[src/rtl/mem_access_ctrl.sv]
// mem_access_ctrl: single-outstanding load/store initiator for a data RAM with big-endian byte lanes
//   clk, rst (sync, active-low)
//   req_*_i / req_ready_o   : request handshake, store data right-aligned
//   resp_*_o / resp_ready_i : response handshake, extended load data or error
//   ram_*_o / ram_data_i    : RAM port, enabled only during the single ACCESS cycle
module mem_access_ctrl #(
  parameter int ADDR_W = 32,
  parameter int DATA_W = 32
) (
  input  logic              clk,
  input  logic              rst,
  input  logic              req_valid_i,
  output logic              req_ready_o,
  input  logic              req_we_i,
  input  logic [1:0]        req_size_i,
  input  logic              req_signed_i,
  input  logic [ADDR_W-1:0] req_addr_i,
  input  logic [DATA_W-1:0] req_wdata_i,
  output logic              resp_valid_o,
  input  logic              resp_ready_i,
  output logic [DATA_W-1:0] resp_rdata_o,
  output logic              resp_err_o,
  output logic              ram_ce_o,
  output logic              ram_we_o,
  output logic [ADDR_W-1:0] ram_addr_o,
  output logic [3:0]        ram_sel_o,
  output logic [DATA_W-1:0] ram_data_o,
  input  logic [DATA_W-1:0] ram_data_i
);
  typedef enum logic [1:0] {IDLE, ACCESS, RESP} state_t;
  state_t state_q, state_d;
  logic live_q;
  logic we_q, we_d, signed_q, signed_d, err_q, err_d;
  logic [1:0] size_q, size_d;
  logic [ADDR_W-1:0] addr_q, addr_d;
  logic [3:0] sel_q, sel_d;
  logic [DATA_W-1:0] wdata_q, wdata_d, rdata_q, rdata_d;
  logic req_err;
  logic [3:0] req_sel;
  logic [DATA_W-1:0] req_rep, load_ext;
  logic [4:0] shamt;
  logic [15:0] lane;
  logic acc;
  always_comb begin
    req_err = (req_size_i == 2'b11) || (req_size_i == 2'b01 && req_addr_i[0]) ||
              (req_size_i == 2'b10 && |req_addr_i[1:0]);
    req_sel = req_size_i == 2'b00 ? 4'b1000 >> req_addr_i[1:0] :
              req_size_i == 2'b01 ? (req_addr_i[1] ? 4'b0011 : 4'b1100) : 4'b1111;
    req_rep = req_size_i == 2'b00 ? {4{req_wdata_i[7:0]}} :
              req_size_i == 2'b01 ? {2{req_wdata_i[15:0]}} : req_wdata_i;
    // lane 3 holds the lowest byte address, so the shift right-aligns the addressed lane(s)
    shamt = size_q == 2'b00 ? {~addr_q[1:0], 3'b000} : {~addr_q[1], 4'b0000};
    lane = 16'(ram_data_i >> shamt);
    load_ext = size_q == 2'b00 ? {{24{signed_q & lane[7]}}, lane[7:0]} :
               size_q == 2'b01 ? {{16{signed_q & lane[15]}}, lane} : ram_data_i;
  end
  always_comb begin
    state_d = state_q;
    we_d = we_q;
    size_d = size_q;
    signed_d = signed_q;
    addr_d = addr_q;
    sel_d = sel_q;
    wdata_d = wdata_q;
    rdata_d = rdata_q;
    err_d = err_q;
    unique case (state_q)
      IDLE:
        if (req_valid_i && live_q) begin
          we_d = req_we_i;
          size_d = req_size_i;
          signed_d = req_signed_i;
          addr_d = req_addr_i;
          sel_d = req_sel;
          wdata_d = req_rep;
          rdata_d = '0;
          err_d = req_err;
          state_d = req_err ? RESP : ACCESS;
        end
      ACCESS: begin
        rdata_d = we_q ? '0 : load_ext;
        state_d = RESP;
      end
      RESP: state_d = resp_ready_i ? IDLE : RESP;
      default: state_d = IDLE;
    endcase
  end
  always_ff @(posedge clk) begin
    if (!rst) begin
      state_q <= IDLE;
      live_q <= 1'b0;
      we_q <= 1'b0;
      size_q <= '0;
      signed_q <= 1'b0;
      addr_q <= '0;
      sel_q <= '0;
      wdata_q <= '0;
      rdata_q <= '0;
      err_q <= 1'b0;
    end else begin
      state_q <= state_d;
      live_q <= 1'b1;
      we_q <= we_d;
      size_q <= size_d;
      signed_q <= signed_d;
      addr_q <= addr_d;
      sel_q <= sel_d;
      wdata_q <= wdata_d;
      rdata_q <= rdata_d;
      err_q <= err_d;
    end
  end
  assign acc = state_q == ACCESS;
  // live_q keeps ready low through the reset cycles even though the state is already IDLE
  assign req_ready_o = live_q && state_q == IDLE;
  assign resp_valid_o = state_q == RESP;
  assign resp_rdata_o = resp_valid_o ? rdata_q : '0;
  assign resp_err_o = resp_valid_o & err_q;
  assign ram_ce_o = acc;
  assign ram_we_o = acc & we_q;
  assign ram_sel_o = acc ? sel_q : '0;
  assign ram_addr_o = acc ? {addr_q[ADDR_W-1:2], 2'b00} : '0;
  assign ram_data_o = acc ? wdata_q : '0;
endmodule

[config.mk]
export PLATFORM = sky130hd
export DESIGN_NAME = mem_access_ctrl
export DESIGN_NICKNAME = d
export VERILOG_FILES = /design/src/rtl/mem_access_ctrl.sv
export SDC_FILE = /design/constraint.sdc
export NUM_CORES = 1
export LEC_CHECK = 0
export CORE_MARGIN = 1
export CORE_UTILIZATION = 45
export CTS_BUF_LIST = sky130_fd_sc_hd__clkbuf_8
export DETAILED_ROUTE_END_ITERATION = 6
export PLACE_DENSITY = 0.78
export SYNTH_ARGS = -nofsm -noshare
export SYNTH_HDL_FRONTEND = slang
export SYNTH_SLANG_ARGS = --single-unit
[constraint.sdc]
create_clock -name clk -period 2.2 [get_ports clk]
set_input_delay 0.55 -clock clk [delete_from_list [all_inputs] [get_ports clk]]
set_output_delay 0.55 -clock clk [all_outputs]
set_load 0.03 [all_outputs]
# Word-level counts from Yosys, hierarchy flattened
# Cells that the tools add are included.
[classes] n_shift=2 eq_ne=7 reduce_logical=13 n_mux=20 bitwise_logic=6
[ops] op="$mux 32" count=9
[ops] op="$pmux 32 s2" count=1
[ops] op="$shr 32x5->16" count=1
[ops] op="$mux 4" count=4
[ops] op="$eq 2x1->1 const B" count=3
[ops] op="$eq 2x2->1 const B" count=3
[ops] op="$logic_not 2->1" count=3
[ops] op="$mux 2" count=3
[ops] op="$pmux 2 s3" count=1
[ops] op="$mux 5" count=1
[ops] op="$and 1x1->1" count=4
[ops] op="$logic_and 1x1->1" count=4
[ops] op="$reduce_and 2->1" count=2
[ops] op="$shr 4x2->4 const A" count=1
[ops] op="$logic_or 1x1->1" count=2
[ops] op="$ne 2x2->1 const B" count=1
[ops] op="$not 2->2" count=1
[ops] op="$reduce_bool 2->1" count=1
[ops] op="$reduce_or 2->1" count=1
[ops] op="$mux 1" count=1
[ops] op="$not 1->1" count=1
[totals] output_inout_bits=105 word_cells=58 register_bits=108 input_bits=104

# Depth between registers and ports, before layout
# Gate-level depths: netlist of run 1.
[logic_depth] word_depth=8 ltp_mapped=6 mapped_depth_nobuf=4

# Least setup slack after synthesis of run 1
# OpenSTA, ideal clock, no wires.
[synth_timing] path_kind="flip-flop to output port" from="register state_q[1]" to="output resp_rdata_o[22]" arrival_time_ps=1483 stages_incl_launch_ff=4 required_ps=1650 n_path_buf=1 setup_slack_ps=167 cell_sequence="dfxtp_1 -> nor2b_1 -> clkbuf_1 -> and2_1"
[synth_via] elab_chain_cells=2
[synth_rtl] item="start: declaration" line="31" source="state_t state_q, state_d;"
[synth_rtl] item="start signal: assignment" line="101" source="state_q <= state_d;"
[synth_rtl] item="$eq 2x2->1" line="116" source="assign resp_valid_o = state_q == RESP;"
[synth_rtl] item="net resp_valid_o" line="19" source="output logic resp_valid_o,"
[synth_rtl] item="$mux 32" line="117" source="assign resp_rdata_o = resp_valid_o ? rdata_q : '0;"
[synth_rtl] item="end: declaration" line="21" source="output logic [DATA_W-1:0] resp_rdata_o,"
# The timed path passes the listed nets, and every way through them passes these cells.

# Worst setup path in the final report of run 1
[layout_timing] from="register state_q[1]" to="output ram_data_o[12]"
[layout_via] elab_chain_cells=2
[layout_rtl] item="$eq 2x1->1" line="113" source="assign acc = state_q == ACCESS;"
[layout_rtl] item="$mux 32" line="123" source="assign ram_data_o = acc ? wdata_q : '0;"
[layout_rtl] item="end: declaration" line="27" source="output logic [DATA_W-1:0] ram_data_o,"
# No other way between the ends.

==> results of run 1 <==
[synthesized netlist by cell type (all sizes together), types with 9 or more instances]
master and count:
o211a 16, nor3 9, a21boi 69, nand2 140, and2 102, o21ai 42, dfxtp 108, mux2i 20
clkbuf 36, buf 18, a22oi 18, nand3 11, a21oi 14, nor2 11
[worst min-delay path by stage]
stage	to	slack (ns)	startpoint	cells past startpoint
after floorplan	rdata_q[0]	0.42	rdata_q[0]	2
after global placement	rdata_q[11]	0.43	rdata_q[11]	2
after detailed placement	rdata_q[1]	0.44	rdata_q[1]	2
after CTS	rdata_q[9]	0.46	rdata_q[9]	2
final	rdata_q[9]	0.45	rdata_q[9]	2
after global routing	wdata_q[7]	0.48	wdata_q[7]	2
[power breakdown]
part	switching, mW	leakage [nW]	internal [mW]
Sequential	0.0542	0.881	2.04
Clock	0.702	0.0966	0.567
Combinational	0.353	2.37	0.372
[layout make-up]
| type | instances | area, um^2 |
|---|---|---|
| Multi-Input combinational cell | 500 | 3020 |
| Timing Repair Buffer | 239 | 2190 |
| Inverter | 2 | 7.51 |
| Sequential cell | 108 | 2170 |
| Tap cell | 143 | 179 |
| Clock buffer | 10 | 138 |
| Fill cell | 975 | 3790 |
| Clock inverter | 6 | 72.6 |
[state kept, by name, indices dropped and copies added (netlist names)]
| name | cells |
|---|---|
| addr_q | 32 |
| err_q | 1 |
| live_q | 1 |
| rdata_q | 32 |
| sel_q | 4 |
| signed_q | 1 |
| size_q | 2 |
| state_q | 2 |
| wdata_q | 32 |
| we_q | 1 |
[cell families (layout without fill, tap and decap cells)]
kind of cell,after synthesis,after routing
multiplexers,23,23
AO/OA/AOI/OAI,184,184
AND/OR/NAND/NOR,291,291
buffers and inverters,56,257
other,1,2
flip-flops,108,108
[routing by layer]
layer / global-route usage [%] / vias to the layer above
li1: - / 2641
met1: 31.9 / 2525
met2: 44.5 / 225
met3: 7.29 / 30
met4: 9.82 / 0
met5: 0 / -
[what timing repair did]
| action | CTS | global route |
|---|---|---|
| resized for setup | 2 | 3 |
| setup buffers | 0 | 0 |
| setup endpoints to repair | 85 | 91 |
[tightest hold or removal path: stages, from the launching register on]
cell	delay [ns]
sky130_fd_sc_hd__dfxtp_1	0.32
sky130_fd_sc_hd__nand2_1	0.05
sky130_fd_sc_hd__o21ai_1	0.05
==> metrics.log, run 1 <==
INFO  metric outcome = finished with violations
INFO  metric failed_checks = design-rule violations
INFO  metric synth.lib_cells_used.distinct = 41
INFO  metric cts-root-to-sink-buffers = 2
INFO  metric numPortBuffers = between 200 and 250
INFO  metric regToRegSetupSlack = around 0.35 ns
INFO  metric synthesis.instances = between 600 and 700
INFO  metric drt_drc_violations_left = 15
INFO  metric synthesis.area_per_instance = slightly above 8 um^2
INFO  metric path_class = reg -> out
INFO  metric area_growth = 43.7%
INFO  metric ports = 209
INFO  metric clock-skew-final = just under 0.006 ns
INFO  metric synth.yosys.seq_area_share = 40.0%
INFO  metric critical_path.endpoint = ram_data_o[12]
INFO  metric post_synth_main_area_contributors = sky130_fd_sc_hd__dfxtp_1 (40%), sky130_fd_sc_hd__and2_1 (12%), sky130_fd_sc_hd__nand2_1 (9.7%), sky130_fd_sc_hd__a21boi_0 (7.2%), sky130_fd_sc_hd__mux2i_1 (3.7%)
INFO  metric finish.net_count = 964
INFO  metric die_h = around 110 um
INFO  metric finalNonFillerCells = around 1000
INFO  metric finalCriticalPeriod = roughly 2.1 ns
INFO  metric critPathSlowestCell = sky130_fd_sc_hd__dfxtp_4
INFO  metric cp_data_arrival_time = about 1.6 ns
INFO  metric sum_of_internal_switching_and_leakage_power = around 4 mW
INFO  metric first_global_vias = 5305
INFO  metric final_setup_viols = 0
INFO  metric synthArstFlopShare = 0%
INFO  metric leading_cell_types_in_the_layout_fill_and_taps_excluded = sky130_fd_sc_hd__nand2_1 (140), sky130_fd_sc_hd__buf_4 (124), sky130_fd_sc_hd__dfxtp_1 (106), sky130_fd_sc_hd__and2_1 (102), sky130_fd_sc_hd__clkdlybuf4s50_1 (102)
INFO  metric layout.core_utilization = 67.2%
INFO  metric complex_gate_fraction_of_the_synthesized_area = between 20% and 30%
INFO  metric ys.warnings.count = 0
INFO  metric avgViaCountPerCell = roughly 5.4
INFO  metric totalWireLength = around 16 mm
INFO  metric insertion_delay = around 0.37 ns
INFO  metric startpoint_type = flip-flop
INFO  metric synth.mux.area_fraction = between 5 and 6%
INFO  metric first_iter_violations = 357
INFO  metric synth_top_family_by_area = simple AND/OR/NAND/NOR gates
INFO  metric final.setup.tns = 0 ns
INFO  metric post_drt_wl_per_cell = ~16 um
INFO  metric ant_nets = 0
INFO  metric cts.sink_count = 108
INFO  metric final-hold-violation-count = 0
INFO  metric ys_dominant_reg_cell = sky130_fd_sc_hd__dfxtp_1
INFO  metric timing.hold.worst.class = reg -> reg
INFO  metric total_global_routing_overflow = 0
INFO  metric routed-wl-met2 = a little under 8 mm
INFO  metric vdd.ir_drop.worst = 0.277 mV
INFO  metric worst_path_largest_cell_delay = around 0.4 ns
INFO  metric worstSetupStartpoint = state_q[1]
INFO  metric synth_enable_flop_cells = 0
INFO  metric global_route.usage.total = a little over a quarter
INFO  metric coreArea = roughly 0.012 mm^2
INFO  metric detailroute.via_count = 5421
INFO  metric mostFrequentLayoutCell = sky130_fd_sc_hd__nand2_1
INFO  metric cts-hold-fix-buffers = 0
INFO  metric yosys.area_share.adder = 0%
INFO  metric max_freq = about 0.47 GHz
INFO  metric unrepaired_setup_endpoints_after_global_routing = no
INFO  metric cts-root-buf = sky130_fd_sc_hd__clkbuf_8
INFO  metric post_route_cells_drive_above_1_share = between 10% and 20%
INFO  metric htreeDepth = 3
INFO  metric detailedPlacementHpwl = 12.1 mm
INFO  metric timing.max_slew.rel_slack = 65.0%
INFO  metric worst-r2r-cell-count = 6
INFO  metric path_max_fanout = 21
INFO  metric whs = ~0.45 ns
INFO  metric die_x = about 110 um
INFO  metric cp-end-kind = output pin
INFO  metric finalMaxSlewViolations = 0
INFO  metric place_inst = about 990
INFO  metric cts-buffers-inserted = 9
INFO  metric std_cell_rows = 39
INFO  metric dp_slack = between 0.04 and 0.05 ns
INFO  metric post_synth_xor_area_fraction = 0%
INFO  metric critical_path.cell_chain = and2b_2, buf_4, and2_1, buf_4
INFO  metric finalCritPeriodShare = a little over nine tenths
INFO  metric floorplan.initialDensity = between 40% and 50%
INFO  metric synth-simple-area-share = between 20% and 30%
INFO  metric max_cap_violations = 0
INFO  metric netlist_area = ~0.0054 mm^2
INFO  metric critical-path-top-cell-by-count = sky130_fd_sc_hd__buf_4
INFO  metric design_area = 0.00777 mm^2
INFO  metric cts_tree = built
INFO  metric antenna_found_initial = 0
INFO  metric first_pass_grt_wire_length = ~26 mm
INFO  metric placement.cell_area = 0.00755 mm^2
INFO  metric r2r-start = state_q[1]
INFO  metric critPathRequiredTime = approximately 1.7 ns
INFO  metric largest_area_contributor_in_the_synthesized_netlist = sky130_fd_sc_hd__dfxtp_1
INFO  metric worst-path-stages = 4
INFO  metric drt_first_pass_iters = 7
INFO  metric worstPathBufferInverterCount = 2
INFO  metric final_critical_path_setup_slack = 0.0737 ns
INFO  metric yosys_register_bits = about 110
INFO  metric clock_slew_at_reported_path_ffs = about 0.1 ns
INFO  metric grt_max_degree = between 60 and 70
INFO  metric tightestPinTransition = roughly 0.53 ns
INFO  metric place.gp.congestion = 0.872
INFO  metric power.leakage = between 3 and 4 nW
INFO  metric total_routed_wire_length_on_the_met1_layer = 6.90 mm
INFO  metric power.density = 526 mW/mm^2
INFO  metric highest_signal_layer_in_the_routed_design = met4
INFO  metric timing.critical_path.max_delay_family = simple AND/OR/NAND/NOR gates
INFO  metric synth_top_area_share = 40.0%
INFO  metric ff_to_ff_end = rdata_q[18]
INFO  metric antenna_cells_inserted = 0
INFO  metric met3_length = ~1.3 mm
INFO  metric die_area = roughly 0.012 mm^2
Power figures use the tool's default switching activity.
==> run 2, diff against run 1 <==
--- a/config.mk
+++ b/config.mk
@@ -9,7 +9,9 @@
 export CORE_UTILIZATION = 45
 export CTS_BUF_LIST = sky130_fd_sc_hd__clkbuf_8
 export DETAILED_ROUTE_END_ITERATION = 6
+export GPL_TIMING_DRIVEN = 1
 export PLACE_DENSITY = 0.78
+export SLEW_MARGIN = 20
 export SYNTH_ARGS = -nofsm -noshare
 export SYNTH_HDL_FRONTEND = slang
 export SYNTH_SLANG_ARGS = --single-unit
==> results of run 2 <==
No change in the layout: final DEF, timing and power equal those of run 1.
==> run 3, diff against run 2 <==
--- a/config.mk
+++ b/config.mk
@@ -7,7 +7,7 @@
 export LEC_CHECK = 0
 export CORE_MARGIN = 1
 export CORE_UTILIZATION = 45
-export CTS_BUF_LIST = sky130_fd_sc_hd__clkbuf_8
+export CTS_BUF_LIST = sky130_fd_sc_hd__clkbuf_4
 export DETAILED_ROUTE_END_ITERATION = 6
 export GPL_TIMING_DRIVEN = 1
 export PLACE_DENSITY = 0.78
==> run 3 against run 2 <==
Effect of this change:
- the flow finishes with violations (design-rule violations, negative setup slack)
- non-clock buffer count rose by 1
- sequential share of layout area fell by 0.32 points
- sequential cell count did not move
- fmax fell by 4.0%
- sequential power barely moved
- clock-buffer cell count fell by 1
- utilization rose by 0.87 points
- die area did not move
==> metrics.log, run 3 (same netlist as run 1, synthesis figures left out) <==
INFO  metric antenna_found_initial = 0 (unchanged)
INFO  metric total_global_routing_overflow = 0 (unchanged)
INFO  metric die_x = 112 um (unchanged)
INFO  metric combPwrFrac = 19.0% (+1.3 points)
INFO  metric clock-skew-final = 0.0129 ns (+0.00709 ns)
INFO  metric placement.cell_area = 0.00755 mm^2 (unchanged)
INFO  metric area_growth = 45.6%
INFO  metric finish.net_count = 965 (+0.10%)
INFO  metric totalWireLength = 16.5 mm (+1.1%)
INFO  metric first_global_vias = 5320 (+0.28%)
INFO  metric critPathSlowestCell = sky130_fd_sc_hd__dfxtp_4
INFO  metric finalCritPeriodShare = 101% (+4.0 points)
INFO  metric std_cell_rows = 39 (unchanged)
INFO  metric clock_slew_at_reported_path_ffs = 0.16 ns (+0.06 ns)
INFO  metric coreArea = 0.0116 mm^2 (unchanged)
INFO  metric final_setup_viols = 2 (+2)
INFO  metric max_freq = 0.452 GHz (-4.0%)
INFO  metric r2r-start = state_q[1]
INFO  metric design_area = 0.00787 mm^2 (+1.3%)
INFO  metric unrepaired_setup_endpoints_after_global_routing = yes
INFO  metric sum_of_internal_switching_and_leakage_power = 3.86 mW (-5.6%)
INFO  metric place_inst = 992 (unchanged)
INFO  metric cp-end-kind = output pin
INFO  metric cts-root-buf = sky130_fd_sc_hd__clkbuf_4
INFO  metric p_sw_share = 28.2% (+1.1 points)
INFO  metric ant_nets = 0 (unchanged)
INFO  metric switchingPower = 1.09 mW (-1.8%)
INFO  metric drt_drc_violations_left = 15 (unchanged)
INFO  metric ports = 209 (unchanged)
INFO  metric regToRegSetupSlack = 0.34 ns (about the same)
INFO  metric antenna_cells_inserted = 0 (unchanged)
INFO  metric timing.max_slew.rel_slack = 64.3% (-0.71 points)
INFO  metric detailedPlacementHpwl = 12.1 mm (unchanged)
INFO  metric mostFrequentLayoutCell = sky130_fd_sc_hd__nand2_1
INFO  metric dp_slack = 0.0447 ns (unchanged)
INFO  metric global_route.usage.total = 26.5% (+0.14 points)
INFO  metric cts_tree = built
INFO  metric drt_first_pass_iters = 7 (unchanged)
INFO  metric timing.hold.worst_endpoint = rdata_q[9]
INFO  metric critical_path.cell_chain = and2b_2, buf_12, and2_1, buf_4
INFO  metric first_iter_violations = 364 (+2.0%)
INFO  metric startpoint_type = flip-flop
INFO  metric final-hold-violation-count = 0 (unchanged)
INFO  metric path_class = reg -> out
INFO  metric max_cap_violations = 0 (unchanged)
INFO  metric ff_to_ff_end = rdata_q[18]
INFO  metric insertion_delay = 0.47 ns (+0.10 ns)
INFO  metric cp_data_arrival_time = 1.66 ns (+0.08 ns)
INFO  metric post_route_cells_drive_above_1_share = 19.1% (+0.21 points)
INFO  metric share_clk_of_total_power = 26.7% (-4.3 points)
INFO  metric hold-path-cell-count = 2 (unchanged)
INFO  metric layout_top_registers = addr_q: 32 flops, rdata_q: 32 flops, wdata_q: 32 flops
INFO  metric leading_cell_types_in_the_layout_fill_and_taps_excluded = sky130_fd_sc_hd__nand2_1 (140), sky130_fd_sc_hd__dfxtp_1 (106), sky130_fd_sc_hd__clkdlybuf4s50_1 (102), sky130_fd_sc_hd__and2_1 (100), sky130_fd_sc_hd__buf_4 (85)
INFO  metric cts-hold-fix-buffers = 0 (unchanged)
INFO  metric post_drt_wl_per_cell = 16.3 um (+1.0%)
INFO  metric finalCriticalPeriod = 2.21 ns (+0.0885 ns)
INFO  metric numPortBuffers = 206 (unchanged)
INFO  metric cts.sink_count = 108 (unchanged)
INFO  metric die_area = 0.0125 mm^2 (unchanged)
INFO  metric timing.hold.worst.class = reg -> reg
INFO  metric finalNonFillerCells = 1009 (+0.099%)
INFO  metric failed_checks = design-rule violations, negative setup slack
INFO  metric grt_max_degree = 64 (unchanged)
INFO  metric power.sequential.fraction = 54.3% (+3.1 points)
INFO  metric worstPathBufferInverterCount = 2 (unchanged)
INFO  metric cts-buffers-inserted = 9 (unchanged)
INFO  metric cell_internal_pwr = 2.77 mW (-7.0%)
INFO  metric worst_path_largest_cell_delay = 0.39 ns (about the same)
INFO  metric outcome = finished with violations
INFO  metric path_max_fanout = 49 (+130%)
INFO  metric avgViaCountPerCell = 5.37 (about the same)
INFO  metric first_pass_grt_wire_length = 26.4 mm (+0.42%)
INFO  metric htreeDepth = 3 (unchanged)
INFO  metric vdd.ir_drop.worst = 0.295 mV (+6.8%)
INFO  metric finalMaxSlewViolations = 0 (unchanged)
INFO  metric power.density = 491 mW/mm^2 (-6.8%)
INFO  metric worst_hold_startpoint = rdata_q[9]
INFO  metric final.setup.tns = -0.0265 ns (-0.0265 ns)
INFO  metric tightestPinTransition = 0.536 ns (+0.0106 ns)
INFO  metric cts-root-to-sink-buffers = 2 (unchanged)
INFO  metric final_critical_path_setup_slack = -0.0148 ns (-0.0885 ns)
INFO  metric floorplan.initialDensity = 46.7% (unchanged)
INFO  metric worst-r2r-cell-count = 6 (unchanged)
INFO  metric place.gp.congestion = 0.872 (unchanged)
INFO  metric die_h = 112 um (unchanged)
INFO  metric power.leakage = 3.35 nW (+0.19%)
INFO  metric critPathRequiredTime = 1.65 ns (about the same)
INFO  metric detailroute.via_count = 5423 (+0.037%)
INFO  metric timing.critical_path.max_delay_family = simple AND/OR/NAND/NOR gates
-- run 3: cell types whose count changed in the layout (fill, tap and decap cells not counted), sizes merged --
cell           change
clkinv             +1
buf                +1
clkbuf             -1
clkdlybuf4s15      +1
dlygate4sd2        -1
-- run 3: repair_timing --
item                                    in CTS  in global routing
buffers inserted                             1                  0
gates resized for setup                     25                 24
pin swaps                                    0                  1
endpoints found under the setup margin     101                100
-- run 3: layout make-up --
cell class	instances	area, um^2
clock buffer	9	67.6
clock inverter	7	76.3
fill	967	3690
inverter	2	7.51
multi-input combinational	500	3030
sequential	108	2170
tap	143	179
timing repair buffer	240	2340
-- run 3: worst max path at each step --
stage                     cells after the start   startpoint               end  slack [ns]
final                                         4   state_q[1]     ram_data_o[8]       -0.01
after global routing                          4   state_q[1]     ram_data_o[8]       -0.10
after CTS                                     4   state_q[1]     ram_data_o[8]       -0.03
after detailed placement                      6  req_valid_i       wdata_q[28]        0.04
after global placement                        7  req_valid_i          sel_q[1]        0.15
after floorplan                               3   state_q[1]  resp_rdata_o[22]        0.17
-- run 3: worst reg2reg max path, stage by stage, from the launching register on --
cell                       delay (ns)
sky130_fd_sc_hd__dfxtp_4         0.39
sky130_fd_sc_hd__and2b_2         0.25
sky130_fd_sc_hd__buf_12          0.21
sky130_fd_sc_hd__nor3b_4         0.42
sky130_fd_sc_hd__buf_4           0.25
sky130_fd_sc_hd__a22oi_1         0.09
sky130_fd_sc_hd__a21boi_0        0.19
-- run 3: metrics by stage --
stage / utilization (%) / hold WS, ns
final: 68.1 / 0.455
after global routing: 68.1 / 0.487
after CTS: 67.3 / 0.462
after detailed placement: 65.3 / 0.437
after global placement: 65.3 / 0.429
after floorplan: - / 0.417
-- run 3: power by group through the flow --
stage          combinational (mW)  clock (mW)  sequential, mW
6_report                    0.733        1.03            2.10
5_1_grt                     0.796        1.15            2.11
4_1_cts                     0.731        1.06            2.10
3_5_place_dp                0.723           0            2.14
3_3_place_gp                0.711           0            2.13
2_1_floorplan               0.364           0            2.12
-- run 3: routing by layer --
layer	global-route usage (%)	vias up	routed length [um]
li1	-	2646	-
met1	31.8	2517	6740
met4	9.55	0	387
met2	44.8	229	7930
met5	0	-	0
met3	8.00	31	1430
